[src/rtl/imm_extend_if.sv]
// Handshake bundle for the immediate extender: upstream offer side and downstream result side.
interface imm_extend_if #(
    parameter int unsigned IN_W  = 16,
    parameter int unsigned OUT_W = 32,
    parameter int unsigned TAG_W = 5
);
    logic             InValid;
    logic             InReady;
    logic [IN_W-1:0]  Imm;
    logic [1:0]       Mode;
    logic [TAG_W-1:0] InTag;
    logic             OutValid;
    logic             OutReady;
    logic [OUT_W-1:0] Out;
    logic [TAG_W-1:0] OutTag;

    // Driver of the offers and consumer of the results
    modport master (
        output InValid, Imm, Mode, InTag, OutReady,
        input  InReady, OutValid, Out, OutTag
    );

    // The extender itself
    modport slave (
        input  InValid, Imm, Mode, InTag, OutReady,
        output InReady, OutValid, Out, OutTag
    );
endinterface

[src/rtl/imm_extend_stage.sv]
// Registered immediate extender for the ID stage with a 2-entry skid buffer.
// Entries are extended on accept and stored already widened.
module imm_extend_stage #(
    parameter int unsigned IN_W     = 16,
    parameter int unsigned OUT_W    = 32,
    parameter int unsigned BR_SHIFT = 2,
    parameter int unsigned TAG_W    = 5
) (
    input  logic         Clk,
    input  logic         Reset,
    input  logic         Flush,
    imm_extend_if.slave  bus
);

    localparam int unsigned EXT_W = OUT_W - IN_W;

    typedef struct packed {
        logic [TAG_W-1:0] tag;
        logic [OUT_W-1:0] data;
    } entry_t;

    typedef enum logic [1:0] {
        ST_EMPTY = 2'd0,
        ST_ONE   = 2'd1,
        ST_FULL  = 2'd2
    } occ_e;

    occ_e             state_q, state_d;
    entry_t           m_q, m_d;
    entry_t           s_q, s_d;
    logic             in_ready_q, in_ready_d;
    logic             out_valid_q, out_valid_d;

    logic             accept;
    logic             deliver;
    logic [OUT_W-1:0] sign_ext;
    entry_t           in_entry;

    // Widen the offered immediate according to Mode
    always_comb begin
        sign_ext     = OUT_W'(signed'(bus.Imm));
        in_entry.tag = bus.InTag;
        unique case (bus.Mode)
            2'b00:   in_entry.data = sign_ext;
            2'b01:   in_entry.data = OUT_W'(bus.Imm);
            2'b10:   in_entry.data = OUT_W'(bus.Imm) << EXT_W;
            default: in_entry.data = sign_ext << BR_SHIFT;
        endcase
    end

    assign accept  = bus.InValid & in_ready_q;
    assign deliver = out_valid_q & bus.OutReady;

    // Occupancy FSM: M holds the head entry, S catches one entry while M stalls
    always_comb begin
        state_d = state_q;
        m_d     = m_q;
        s_d     = s_q;

        unique case (state_q)
            ST_EMPTY: begin
                if (accept) begin
                    m_d     = in_entry;
                    state_d = ST_ONE;
                end
            end
            ST_ONE: begin
                if (accept && deliver) begin
                    m_d = in_entry;
                end else if (accept) begin
                    s_d     = in_entry;
                    state_d = ST_FULL;
                end else if (deliver) begin
                    state_d = ST_EMPTY;
                end
            end
            ST_FULL: begin
                if (deliver) begin
                    m_d     = s_q;
                    state_d = ST_ONE;
                end
            end
            default: state_d = ST_EMPTY;
        endcase

        // Flush discards everything, including an accept in the same cycle
        if (Flush) begin
            state_d = ST_EMPTY;
            m_d     = '0;
            s_d     = '0;
        end

        in_ready_d  = (state_d != ST_FULL);
        out_valid_d = (state_d != ST_EMPTY);
    end

    always_ff @(posedge Clk) begin
        if (Reset) begin
            state_q     <= ST_EMPTY;
            m_q         <= '0;
            s_q         <= '0;
            in_ready_q  <= 1'b1;
            out_valid_q <= 1'b0;
        end else begin
            state_q     <= state_d;
            m_q         <= m_d;
            s_q         <= s_d;
            in_ready_q  <= in_ready_d;
            out_valid_q <= out_valid_d;
        end
    end

    assign bus.InReady  = in_ready_q;
    assign bus.OutValid = out_valid_q;
    assign bus.Out      = m_q.data;
    assign bus.OutTag   = m_q.tag;

endmodule

[src/flat_wrapper.sv]
// flat-port wrapper written by rule: the top's interface ports become plain ports
module imm_extend_stage_flat 
#(
    parameter int unsigned IN_W     = 16,
    parameter int unsigned OUT_W    = 32,
    parameter int unsigned BR_SHIFT = 2,
    parameter int unsigned TAG_W    = 5
)
  (Clk, Reset, Flush, bus_InValid, bus_Imm, bus_Mode, bus_InTag, bus_OutReady, bus_InReady, bus_OutValid, bus_Out, bus_OutTag);
  imm_extend_if #(.IN_W(IN_W), .OUT_W(OUT_W), .TAG_W(TAG_W)) bus_i ();
  input  logic Clk;
  input  logic Reset;
  input  logic Flush;
  input wire logic [$bits(bus_i.InValid)-1:0] bus_InValid;
  input wire logic [$bits(bus_i.Imm)-1:0] bus_Imm;
  input wire logic [$bits(bus_i.Mode)-1:0] bus_Mode;
  input wire logic [$bits(bus_i.InTag)-1:0] bus_InTag;
  input wire logic [$bits(bus_i.OutReady)-1:0] bus_OutReady;
  output wire logic [$bits(bus_i.InReady)-1:0] bus_InReady;
  output wire logic [$bits(bus_i.OutValid)-1:0] bus_OutValid;
  output wire logic [$bits(bus_i.Out)-1:0] bus_Out;
  output wire logic [$bits(bus_i.OutTag)-1:0] bus_OutTag;
  assign bus_i.InValid = bus_InValid;
  assign bus_i.Imm = bus_Imm;
  assign bus_i.Mode = bus_Mode;
  assign bus_i.InTag = bus_InTag;
  assign bus_i.OutReady = bus_OutReady;
  assign bus_InReady = bus_i.InReady;
  assign bus_OutValid = bus_i.OutValid;
  assign bus_Out = bus_i.Out;
  assign bus_OutTag = bus_i.OutTag;
  imm_extend_stage #(.IN_W(IN_W), .OUT_W(OUT_W), .BR_SHIFT(BR_SHIFT), .TAG_W(TAG_W)) u_core (.Clk(Clk), .Reset(Reset), .Flush(Flush), .bus(bus_i));
endmodule
[config.mk]
export PLATFORM = sky130hd
export DESIGN_NAME = imm_extend_stage_flat
export DESIGN_NICKNAME = d
export VERILOG_FILES = /design/src/rtl/imm_extend_if.sv /design/src/rtl/imm_extend_stage.sv /design/src/flat_wrapper.sv
export SDC_FILE = /design/constraint.sdc
export NUM_CORES = 1
export LEC_CHECK = 0
export CAP_MARGIN = 20
export CORE_UTILIZATION = 40
export DETAILED_ROUTE_END_ITERATION = 10
export DONT_BUFFER_PORTS = 1
export PLACE_DENSITY_LB_ADDON = 0.25
export SLEW_MARGIN = 20
export SYNTH_ARGS = -nofsm -noshare
export SYNTH_HDL_FRONTEND = slang
export SYNTH_SLANG_ARGS = --single-unit
[constraint.sdc]
create_clock -name Clk -period 3 [get_ports Clk]
set_input_delay 0.6 -clock Clk [delete_from_list [all_inputs] [get_ports Clk]]
set_output_delay 0.6 -clock Clk [all_outputs]
set_load 0.05 [all_outputs]
==> results of run 1 <==
layout make-up:
type                       count  area (sq um)  area share [%]
tap                          129           161            4.02
multi-input combinational    289          1970            49.1
clock buffer                  11           131            3.27
clock inverter                 5           106            2.65
sequential                    78          1560            38.9
inverter                       2          7.51           0.187
timing repair buffer           7          77.6            1.93
where the power goes:
group	switching, uW	total [uW]	leakage [uW]	internal, uW
clock	394	951	0.000114	557
sequential	83.6	1140	0.000632	1060
combinational	136	224	0.000510	88.0
cells in the final DEF, fill, tap and decap left out, types with 3 or more instances in the layout:
cell | synthesis | routed
dfxtp_1 | 78 | 78
nor2_1 | 37 | 37
nand2_1 | 35 | 35
o21ai_0 | 32 | 32
a211oi_2 | 24 | 24
a21oi_1 | 20 | 20
nand3_1 | 19 | 19
mux2_2 | 15 | 15
a221o_1 | 13 | 13
a221oi_1 | 13 | 13
nor3_1 | 13 | 13
o21ai_1 | 10 | 10
a311oi_1 | 9 | 9
clkbuf_8 | 0 | 9
a31o_1 | 8 | 8
a21oi_2 | 7 | 7
a31o_2 | 7 | 7
a211oi_1 | 6 | 6
buf_4 | 4 | 5
nor2b_1 | 3 | 3
bufinv_16 | 0 | 3
metal layers:
layer  vias up  GRT usage [%]
met3        10           5.08
met5         -              0
met4         0           6.24
li1       1479              -
met2        66           28.3
met1      1411           25.2
logic make-up after synthesis:
group / count (synthesis)
AND/OR/NAND/NOR: 120
multiplexers: 15
flip-flops: 78
buffers and inverters: 48
AO/OA/AOI/OAI: 154
cell usage after synthesis, drive strengths merged:
cell type  number  share of area (%)
nor2b           3               0.49
mux2           15                4.4
a21oi          27                4.2
nor2           38                3.8
nand4bb         1               0.72
a221o          13                3.4
a221oi         13                3.0
nand2          36                3.6
nor3           13                1.7
or2             2               0.33
inv             1              0.098
clkinv          1              0.098
dfxtp          78                 41
a21o            2               0.39
a31o           15                3.4
clkbuf         13                1.3
nand4b          1               0.23
and2            1               0.16
and3            1               0.16
and3b           1               0.23
o21ai          42                5.5
a211oi         30                9.0
nand3          19                2.5
a311oi          9                2.1
a31oi           1               0.16
nand4           1               0.33
nand2b          2               0.33
buf            33                6.6
nor3b           1               0.49
o211a           1               0.26
o211ai          1               0.55
final timing paths:
| kind | to |
|---|---|
| min | u_core.s_q[36]$_SDFFE_PP0P_ |
| max | u_core.s_q[10]$_SDFFE_PP0P_ |
| min reg2reg | u_core.s_q[34]$_SDFFE_PP0P_ |
| max reg2reg | u_core.s_q[10]$_SDFFE_PP0P_ |
metrics by stage:
| stage | total power, uW | instances | utilization [%] | instance area [sq um] | hold slack, ns |
|---|---|---|---|---|---|
| 6_report | 2320 | 521 | 43.3 | 4020 | 0.378 |
| 5_1_grt | 2420 | 521 | 43.3 | 4020 | 0.368 |
| 4_1_cts | 2340 | 521 | 43.3 | 4020 | 0.368 |
| 3_5_place_dp | 1400 | 505 | 40.7 | 3780 | 0.447 |
| 3_3_place_gp | 1390 | 505 | 40.7 | 3780 | 0.444 |
| 2_1_floorplan | 1380 | 415 | - | 3840 | 0.437 |
critical path: stages (launching register included):
cell and delay, ns:
dfxtp_1 0.51, nand2_1 0.25, nand3_1 0.63, a221oi_1 0.49, nor3_1 0.07
sequential cells by signal (all words and copies together), names as in the netlist:
signal               flops
u_core.s_q              37
u_core.bus.Out          32
u_core.bus.OutTag        5
u_core.state_q           2
u_core.bus.InReady       1
u_core.bus.OutValid      1
==> results.md, run 1 <==
* # clock sinks at approximately 80
* TritonCTS buffer count at 9
* Post-Syn Area at 0.00384 sq mm
* Layout net count at a little over 400
* First-pass GRT wire length at 14700 microns
* Crit path time final at 2.11 ns
* Number of global-route vias before repair at between 2000 and 3000
* Vias post-DR at 2966
* HP Start: bus_InTag[4]
* DR WL met3 at about 570 microns
* Nature of the critical path startpoint: flop
* Setup ws final at 0.891 ns
* Worst Skew at 0.00877 ns
* Post-cts hold buffer count at 0
* Post-DP HPWL at between 5000 and 6000 microns
* Status: finished, final reports clean
* Critical path fanouts, max at 21
* Synth Area in Compound Gates at a little under a third
* Leakage Power at 0.00126 uW
* Initial Util at around two fifths
* Clock root buffer: clkbuf_8
* Share of cells above drive strength 1 at 21.4%
* PwrDens at 577 mW/mm^2
* Largest net degree at the start of global routing at 48
* RSZ-0062 raised after global routing: false
* Final Cycle Share at 70.3%
* Mean Syn Cell Area at 9.26 sq um
* FF-to-FF setup slack at 0.89 ns
* Antenna cells at 0
* Adder-cell share of the synthesized area at 0%
* Layout fillers at 937
* Total gr overflow at 0
* CP Data Arrival Time at around 2.3 ns
* Vias per std cell at 5.69
* Drt initial violations at ~150
* H-tree depth at 3
* Cts repair resizes at 0
* Unique masters post-synth at between 40 and 50
* Routed WL at 8960 microns
* Crit path from: u_core.bus.OutValid$_SDFF_PP0_
* DRC viols at 0
* Total negative slack at 0 ns
* Core ar. at 0.00928 sq mm
* Post-Syn Instances at slightly above 400
* Mux contribution to synthesized area at under 10%
* Routed wire per std cell at 17.2 microns
* Max_slew headroom at 26.5%
* Slew @ Worst Pin at 1.10 ns
* Final Hold Viols at 0
* CP Class: flop to flop
* Yosys reg bits at between 70 and 80
* XOR/XNOR Fraction of Synth Area at 0%
* Final ANT Viol Nets at 0
* Wire length on met1 at 4200 microns
* Worst r2r path cells at 4
* Max Used Layer: met4
* CTS tree: built
* Gp weighted congestion at around 0.80
* Peak VDD IR at between 200 and 250 uV
* HP Class: input pin to flop
* Max-cap viol count at 0
* Worst-path clk slew at 0.08 ns
* R2R Path Start: u_core.bus.OutValid$_SDFF_PP0_
* Die Area at 0.0100 sq mm
* Max-slew violations at 0
* Pre-CTS setup slack at 0.869 ns
* Synthesis-to-layout area growth at 4.59%
* Endpoints failing setup at 0
* Initial antenna violation count at 0
* # rows at 35
* Port Buffers at 0
* Die X at 100 microns
* Bufs on Longest Clock Path at 2
* WP data required at roughly 3.2 ns
* Post-CTS Setup Repair Bufs at 0
* Highest Clock Rate at 474 MHz
* Die H at ~100 microns
* Latest clock arrival within the worst-skew pair at 0.35 ns
* Total track usage at a little under a fifth
* Met2 WL at just over 4000 microns
* Syn nets at 443
* Post-synthesis sequential area ratio at 40.7%
* Hold path cells at 2
* I/O pin count at 67
* Largest family of logic cells by synthesized area: compound AO/OA/AOI/OAI gates
* Crit. End Element: flop
* TritonRoute pass-1 iters at 4
* Synth warn at 0
* Post-synthesis simple-gate area fraction at 15.0%
No activity file was read; power rests on OpenSTA's default activity.
==> run 2, diff against run 1 <==
clock period = 1.9 ns   (was 3 ns; I/O delays follow)
==> run 2 against run 1 <==
  * Combinational power grew 71%
  * Maximum frequency grew 20%
  * Power grew 47%
  * Critical path depth grew 1
  * Worst hold slack lost 0.21 ns
  * Clock skew shrank 0.00071 ns
  * First-iteration DRC count grew 12%
  * Design area grew 1.7%
  * Critical endpoint is now u_core.bus.Out[22]$_SDFFE_PP0P_
  * Final cell count grew 1.7%
  * Count of clock-buffer cells in the layout shrank 1
  * Highest routed layer unchanged
  * Setup slack lost 0.74 ns
  * Sequential power grew 58%
==> results.md, run 2 (synthesis results as in run 1) <==
* Final Cycle Share at 92.2% (was 70.3%)
* Layout fillers at 932 (was 937)
* Total gr overflow at 0 (unchanged)
* Largest net degree at the start of global routing at 47 (was 48)
* Routed WL at 9310 microns (was 8960 microns)
* Port Buffers at 0 (unchanged)
* Die Area at 0.0100 sq mm (unchanged)
* Critical path fanouts, max at 24 (was 21)
* Slew @ Worst Pin at 0.911 ns (was 1.10 ns)
* Highest Clock Rate at 571 MHz (was 474 MHz)
* Clock root buffer: clkbuf_8 (unchanged)
* Status: finished, final reports clean (unchanged)
* Reg-to-reg endpoint: u_core.bus.Out[22]$_SDFFE_PP0P_ (was u_core.s_q[10]$_SDFFE_PP0P_)
* Core ar. at 0.00928 sq mm (unchanged)
* Leakage Power at 0.00131 uW (was 0.00126 uW)
* Reg with most FFs: u_core.s_q (unchanged)
* TritonRoute pass-1 iters at 6 (was 4)
* Final ANT Viol Nets at 0 (unchanged)
* Gp weighted congestion at 0.790 (was 0.803)
* Worst-path clk slew at 0.08 ns (about the same)
* Initial Util at 41.4% (unchanged)
* RSZ-0062 raised after global routing: false (unchanged)
* Crit path time final at 1.75 ns (was 2.11 ns)
* Crit. End Element: flop (unchanged)
* HP Class: input pin to flop (unchanged)
* Endpoints failing setup at 0 (unchanged)
* CP endpoint: u_core.bus.Out[22]$_SDFFE_PP0P_ (was u_core.s_q[10]$_SDFFE_PP0P_)
* Total track usage at 19.2% (was 18.5%)
* Latest clock arrival within the worst-skew pair at 0.35 ns (about the same)
* Routed wire per std cell at 17.6 microns (was 17.2 microns)
* Vias post-DR at 3058 (was 2966)
* Peak VDD IR at 276 uV (was 248 uV)
* # clock sinks at 78 (unchanged)
* Post-cts hold buffer count at 0 (unchanged)
* Total negative slack at 0 ns (unchanged)
* Max-cap viol count at 0 (unchanged)
* CTS tree: built (unchanged)
* I/O pin count at 67 (unchanged)
* Max_slew headroom at 39.3% (was 26.5%)
* WP data required at 2.14 ns (was 3.19 ns)
* # rows at 35 (unchanged)
* Die X at 100 microns (unchanged)
* Post-CTS Setup Repair Bufs at 0 (unchanged)
* Max reg flops at 37 (unchanged)
* Crit path from: u_core.state_q[1]$_SDFF_PP0_ (was u_core.bus.OutValid$_SDFF_PP0_)
* Nature of the critical path startpoint: flop (unchanged)
* TritonCTS buffer count at 9 (unchanged)
* Most common library cell in the layout ignoring fill and taps: dfxtp_1 (unchanged)
* Bufs on Longest Clock Path at 2 (unchanged)
* Initial antenna violation count at 0 (unchanged)
* Synthesis-to-layout area growth at 6.38% (was 4.59%)
* Worst Skew at 0.00806 ns (was 0.00877 ns)
* Cts repair resizes at 0 (unchanged)
* R2R Path Start: u_core.state_q[1]$_SDFF_PP0_ (was u_core.bus.OutValid$_SDFF_PP0_)
* Number of global-route vias before repair at 2915 (was 2845)
* Vias per std cell at 5.77 (was 5.69)
* PwrDens at 833 mW/mm^2 (was 577 mW/mm^2)
* Die H at 100 microns (unchanged)
* Final Hold Viols at 0 (unchanged)
* Layout net count at 426 (was 415)
* DRC viols at 0 (unchanged)
* H-tree depth at 3 (unchanged)
* Drt initial violations at 163 (was 146)
* Max-slew violations at 0 (unchanged)
* Worst r2r path cells at 5 (was 4)
* First-pass GRT wire length at 15100 microns (was 14700 microns)
* CP Data Arrival Time at 2.00 ns (was 2.30 ns)
* FF-to-FF setup slack at 0.15 ns (was 0.89 ns)
* Post-DP HPWL at 6250 microns (was 5690 microns)
* Most frequent cells in the layout: dfxtp_1, nor2_1, nand2_1 (unchanged)
* HP Start: bus_InTag[0] (was bus_InTag[4])
* Share of cells above drive strength 1 at 23.7% (was 21.4%)
* Final Power at 3400 uW (was 2320 uW)
* Antenna cells at 0 (unchanged)
* CP Class: flop to flop (unchanged)
## run 2: cell types whose count changed in the layout (fill, tap and decap cells not counted), sizes merged
cell,change
bufinv,-2
clkinvlp,-1
clkbuf,-1
inv,-1
buf,+11
clkinv,+3
## run 2: final cells by class
| type | count | area, sq um | share of cell area (%) |
|---|---|---|---|
| Multi-Input combinational cell | 289 | 1970 | 48.3 |
| Inverter | 2 | 7.51 | 0.184 |
| Clock inverter | 4 | 48.8 | 1.19 |
| Sequential cell | 78 | 1560 | 38.2 |
| Clock buffer | 10 | 138 | 3.37 |
| Tap cell | 129 | 161 | 3.95 |
| Timing Repair Buffer | 18 | 198 | 4.84 |
## run 2: worst min path at each step
stage / end / slack [ns] / depth (start not counted)
finish: u_core.s_q[32]$_SDFFE_PP0P_ / 0.16 / 2
detailed placement: u_core.s_q[33]$_SDFFE_PP0P_ / 0.45 / 2
global route: u_core.s_q[36]$_SDFFE_PP0P_ / 0.17 / 2
CTS: u_core.s_q[32]$_SDFFE_PP0P_ / 0.15 / 2
floorplan: u_core.s_q[0]$_SDFFE_PP0P_ / 0.44 / 2
global placement: u_core.s_q[36]$_SDFFE_PP0P_ / 0.44 / 2
## run 2: worst max-delay path: stages, from the launching register on
cell and delay (ns):
dfxtp_1 0.53, nand4bb_4 0.23, o211a_1 0.39, buf_12 0.23, a211oi_2 0.05, a31o_2 0.22
## run 2: metrics by stage
stage | cell area, sq um | setup WS [ns] | hold WS, ns | utilization, % | cells
final | 4090 | 0.148 | 0.164 | 44.0 | 530
after global routing | 4090 | 0.0516 | 0.167 | 44.0 | 530
after CTS | 4090 | 0.134 | 0.148 | 44.0 | 530
after detailed placement | 3900 | 0.158 | 0.450 | 42.0 | 516
after global placement | 3900 | 0.219 | 0.444 | 42.0 | 516
after floorplan | 3840 | 0.0954 | 0.437 | - | 415
## run 2: where the power goes
part	leakage [uW]	switching (uW)	internal, uW
clock network	0.0000980	589	626
registers	0.000632	129	1680
logic	0.000577	226	158
## run 2: metal layers
| metal | up-vias | part of all wire (%) | GRT usage [%] |
|---|---|---|---|
| met5 | - | 0 | 0 |
| met4 | 0 | 1.2 | 8.70 |
| met3 | 10 | 7.2 | 5.50 |
| met2 | 93 | 45 | 29.8 |
| met1 | 1451 | 46 | 24.8 |
| li1 | 1504 | - | - |
==> run 3, diff against run 2 <==
PLACE_DENSITY_LB_ADDON = unset   (was 0.25)
RECOVER_POWER = 100   (was unset)
==> run 3 against run 2 <==
  * Clock power barely moved
  * Routed wire length shrank 1.9%
  * Critical path type unchanged
  * Setup slack better by 0.019 ns
  * Sequential share of layout area increased by 0.81 points
  * Combinational power down 5%
  * Design area down 2.1%
  * Worst hold slack about the same
  * Register-to-register slack improved by 0.02 ns
  * Non-clock buffer count fell by 1
  * Largest cell class unchanged
  * Sequential power about the same
==> results.md, run 3 (synthesis results as in run 1) <==
* Bufs on Longest Clock Path at 2 (unchanged)
* Most frequent cells in the layout: dfxtp_1, o21ai_0, nor2_1 (was dfxtp_1, nor2_1, nand2_1)
* Synthesis-to-layout area growth at 4.17% (was 6.38%)
* Initial antenna violation count at 0 (unchanged)
* RSZ-0062 raised after global routing: false (unchanged)
* Pint at 2440 uW (was 2460 uW)
* # clock sinks at 78 (unchanged)
* Switching Power at 966 uW (was 943 uW)
* Crit path time final at 1.73 ns (was 1.75 ns)
* Die X at 100 microns (unchanged)
* Final Cycle Share at 91.2% (was 92.2%)
* HP Start: bus_InTag[1] (was bus_InTag[0])
* Max Used Layer: met4 (unchanged)
* CP Data Arrival Time at 1.99 ns (was 2.00 ns)
* Routed wire per std cell at 17.2 microns (was 17.6 microns)
* WP data required at 2.16 ns (was 2.14 ns)
* Switching Fraction at 28.4% (was 27.7%)
* Worst Skew at 0.0131 ns (was 0.00806 ns)
* Core ar. at 0.00928 sq mm (unchanged)
* DR WL met3 at 643 microns (was 667 microns)
* Worst r2r path cells at 4 (was 5)
* First-pass GRT wire length at 14400 microns (was 15100 microns)
* Hold path cells at 2 (unchanged)
* Post-CTS Setup Repair Bufs at 0 (unchanged)
* Endpoints failing setup at 0 (unchanged)
* Vias post-DR at 3037 (was 3058)
* Pre-CTS setup slack at 0.176 ns (was 0.158 ns)
* Combinational power share at 10.7% (was 11.3%)
* H-tree depth at 3 (unchanged)
* Status: finished, final reports clean (unchanged)
* Clock root buffer: clkbuf_8 (unchanged)
* Final Hold Viols at 0 (unchanged)
* Layout net count at 425 (was 426)
* Vias per std cell at 5.72 (was 5.77)
* Hold path endpoint: u_core.s_q[33]$_SDFFE_PP0P_ (was u_core.s_q[32]$_SDFFE_PP0P_)
* CTS tree: built (unchanged)
* Die Area at 0.0100 sq mm (unchanged)
* Share of cells above drive strength 1 at 19.7% (was 23.7%)
* Most common library cell in the layout ignoring fill and taps: dfxtp_1 (unchanged)
* Port Buffers at 0 (unchanged)
* Post-DP HPWL at 5850 microns (was 6250 microns)
* HP Class: input pin to flop (unchanged)
* Total negative slack at 0 ns (unchanged)
* Setup ws final at 0.168 ns (was 0.148 ns)
* Slew @ Worst Pin at 0.907 ns (was 0.911 ns)
* Largest net degree at the start of global routing at 54 (was 47)
* Max-cap viol count at 0 (unchanged)
* CP Class: flop to flop (unchanged)
* # rows at 35 (unchanged)
* Wire length on met1 at 4340 microns (was 4290 microns)
* Leakage Power at 0.00128 uW (was 0.00131 uW)
* Gp weighted congestion at 0.775 (was 0.790)
* Antenna cells at 0 (unchanged)
* Multi-input gate area at 0.00191 sq mm (was 0.00197 sq mm)
* Post-cts hold buffer count at 0 (unchanged)
* R2R Path Start: u_core.state_q[0]$_SDFF_PP0_ (was u_core.state_q[1]$_SDFF_PP0_)
* TritonRoute pass-1 iters at 4 (was 6)
* DRC viols at 0 (unchanged)
* Drt initial violations at 153 (was 163)
* Worst-path clk slew at 0.08 ns (about the same)
* Max-slew violations at 0 (unchanged)
* FF-to-FF setup slack at 0.17 ns (was 0.15 ns)
* Latest clock arrival within the worst-skew pair at 0.35 ns (about the same)
* Die H at 100 microns (unchanged)
* Routed WL at 9130 microns (was 9310 microns)
* Clock power frac at 36.3% (was 35.7%)
* Highest Clock Rate at 577 MHz (was 571 MHz)
* Met2 WL at 4060 microns (was 4230 microns)
* Crit. End Element: flop (unchanged)
* Initial Util at 41.4% (unchanged)
* Final ANT Viol Nets at 0 (unchanged)
* TritonCTS buffer count at 9 (unchanged)
* Total gr overflow at 0 (unchanged)
* Peak VDD IR at 357 uV (was 276 uV)
* Critical path fanouts, max at 16 (was 24)
* Max reg flops at 37 (unchanged)
* Max_slew headroom at 39.5% (was 39.3%)
* I/O pin count at 67 (unchanged)
* Seq. cell area at 0.00156 sq mm (unchanged)
* PwrDens at 850 mW/mm^2 (was 833 mW/mm^2)
* Reg with most FFs: u_core.s_q (unchanged)
* Reg-to-reg endpoint: u_core.bus.Out[31]$_SDFFE_PP0P_ (was u_core.bus.Out[22]$_SDFFE_PP0P_)
* Tightest hold margin at 0.164 ns (about the same)
* Layout fillers at 927 (was 932)
* Number of global-route vias before repair at 2694 (was 2915)
* Nature of the critical path startpoint: flop (unchanged)
* Cts repair resizes at 0 (unchanged)
* Seq pwr share at 53.0% (about the same)
* Total track usage at 18.4% (was 19.2%)
==> run 3: cell types whose count changed in the layout (fill, tap and decap cells not counted), moves of 2 or more <==
cell and delta:
a211oi_1 +11, o21ai_1 -10, buf_4 -6, a211oi_2 -11, o21ai_0 +10, clkbuf_1 +5
clkbuf_2 +2
==> run 3: worst max-delay path: stages (launching register included) <==
cell	delay, ns
dfxtp_1	0.47
nand2b_1	0.41
clkbuf_2	0.38
nand3_1	0.12
a311oi_1	0.26
==> run 3: cell type report <==
type,instances,area share (%)
tap,129,4.03
sequential,78,39.0
clock inverter,5,1.50
clock buffer,11,3.28
multi-input combinational,289,47.8
inverter,2,0.188
timing repair buffer,17,4.13
==> run 3: power groups by stage <==
stage,clock network [uW],logic (uW),registers [uW]
finish,1230,364,1800
global route,1340,402,1810
CTS,1260,380,1810
detailed placement,0,379,1840
global placement,0,372,1840
floorplan,0,339,1840
==> run 3: layer usage <==
metal  track usage (%)  vias up
met5                 0        -
met4              5.24        0
met3              6.82        7
met2              26.6       72
met1              25.6     1448
li1                  -     1510
==> run 3: how the worst max path moves through the flow <==
| stage | start | to | cells past startpoint |
|---|---|---|---|
| 2_1_floorplan | u_core.bus.InReady$_SDFF_PP1_ | u_core.bus.Out[23]$_SDFFE_PP0P_ | 5 |
| 5_1_grt | u_core.state_q[0]$_SDFF_PP0_ | u_core.bus.Out[1]$_SDFFE_PP0P_ | 4 |
| 6_report | u_core.state_q[0]$_SDFF_PP0_ | u_core.bus.Out[31]$_SDFFE_PP0P_ | 4 |
| 3_5_place_dp | u_core.state_q[1]$_SDFF_PP0_ | u_core.bus.Out[21]$_SDFFE_PP0P_ | 5 |
| 3_3_place_gp | u_core.state_q[1]$_SDFF_PP0_ | u_core.bus.Out[19]$_SDFFE_PP0P_ | 5 |
| 4_1_cts | u_core.state_q[1]$_SDFF_PP0_ | u_core.bus.Out[21]$_SDFFE_PP0P_ | 5 |
==> run 3: through the flow <==
stage	area [sq um]	std cells	util, %	power, uW
after floorplan	3840	415	-	2180
after global placement	3890	515	41.9	2220
after detailed placement	3890	515	41.9	2220
after CTS	4080	531	44.0	3440
after global routing	4000	531	43.1	3560
final	4000	531	43.1	3400
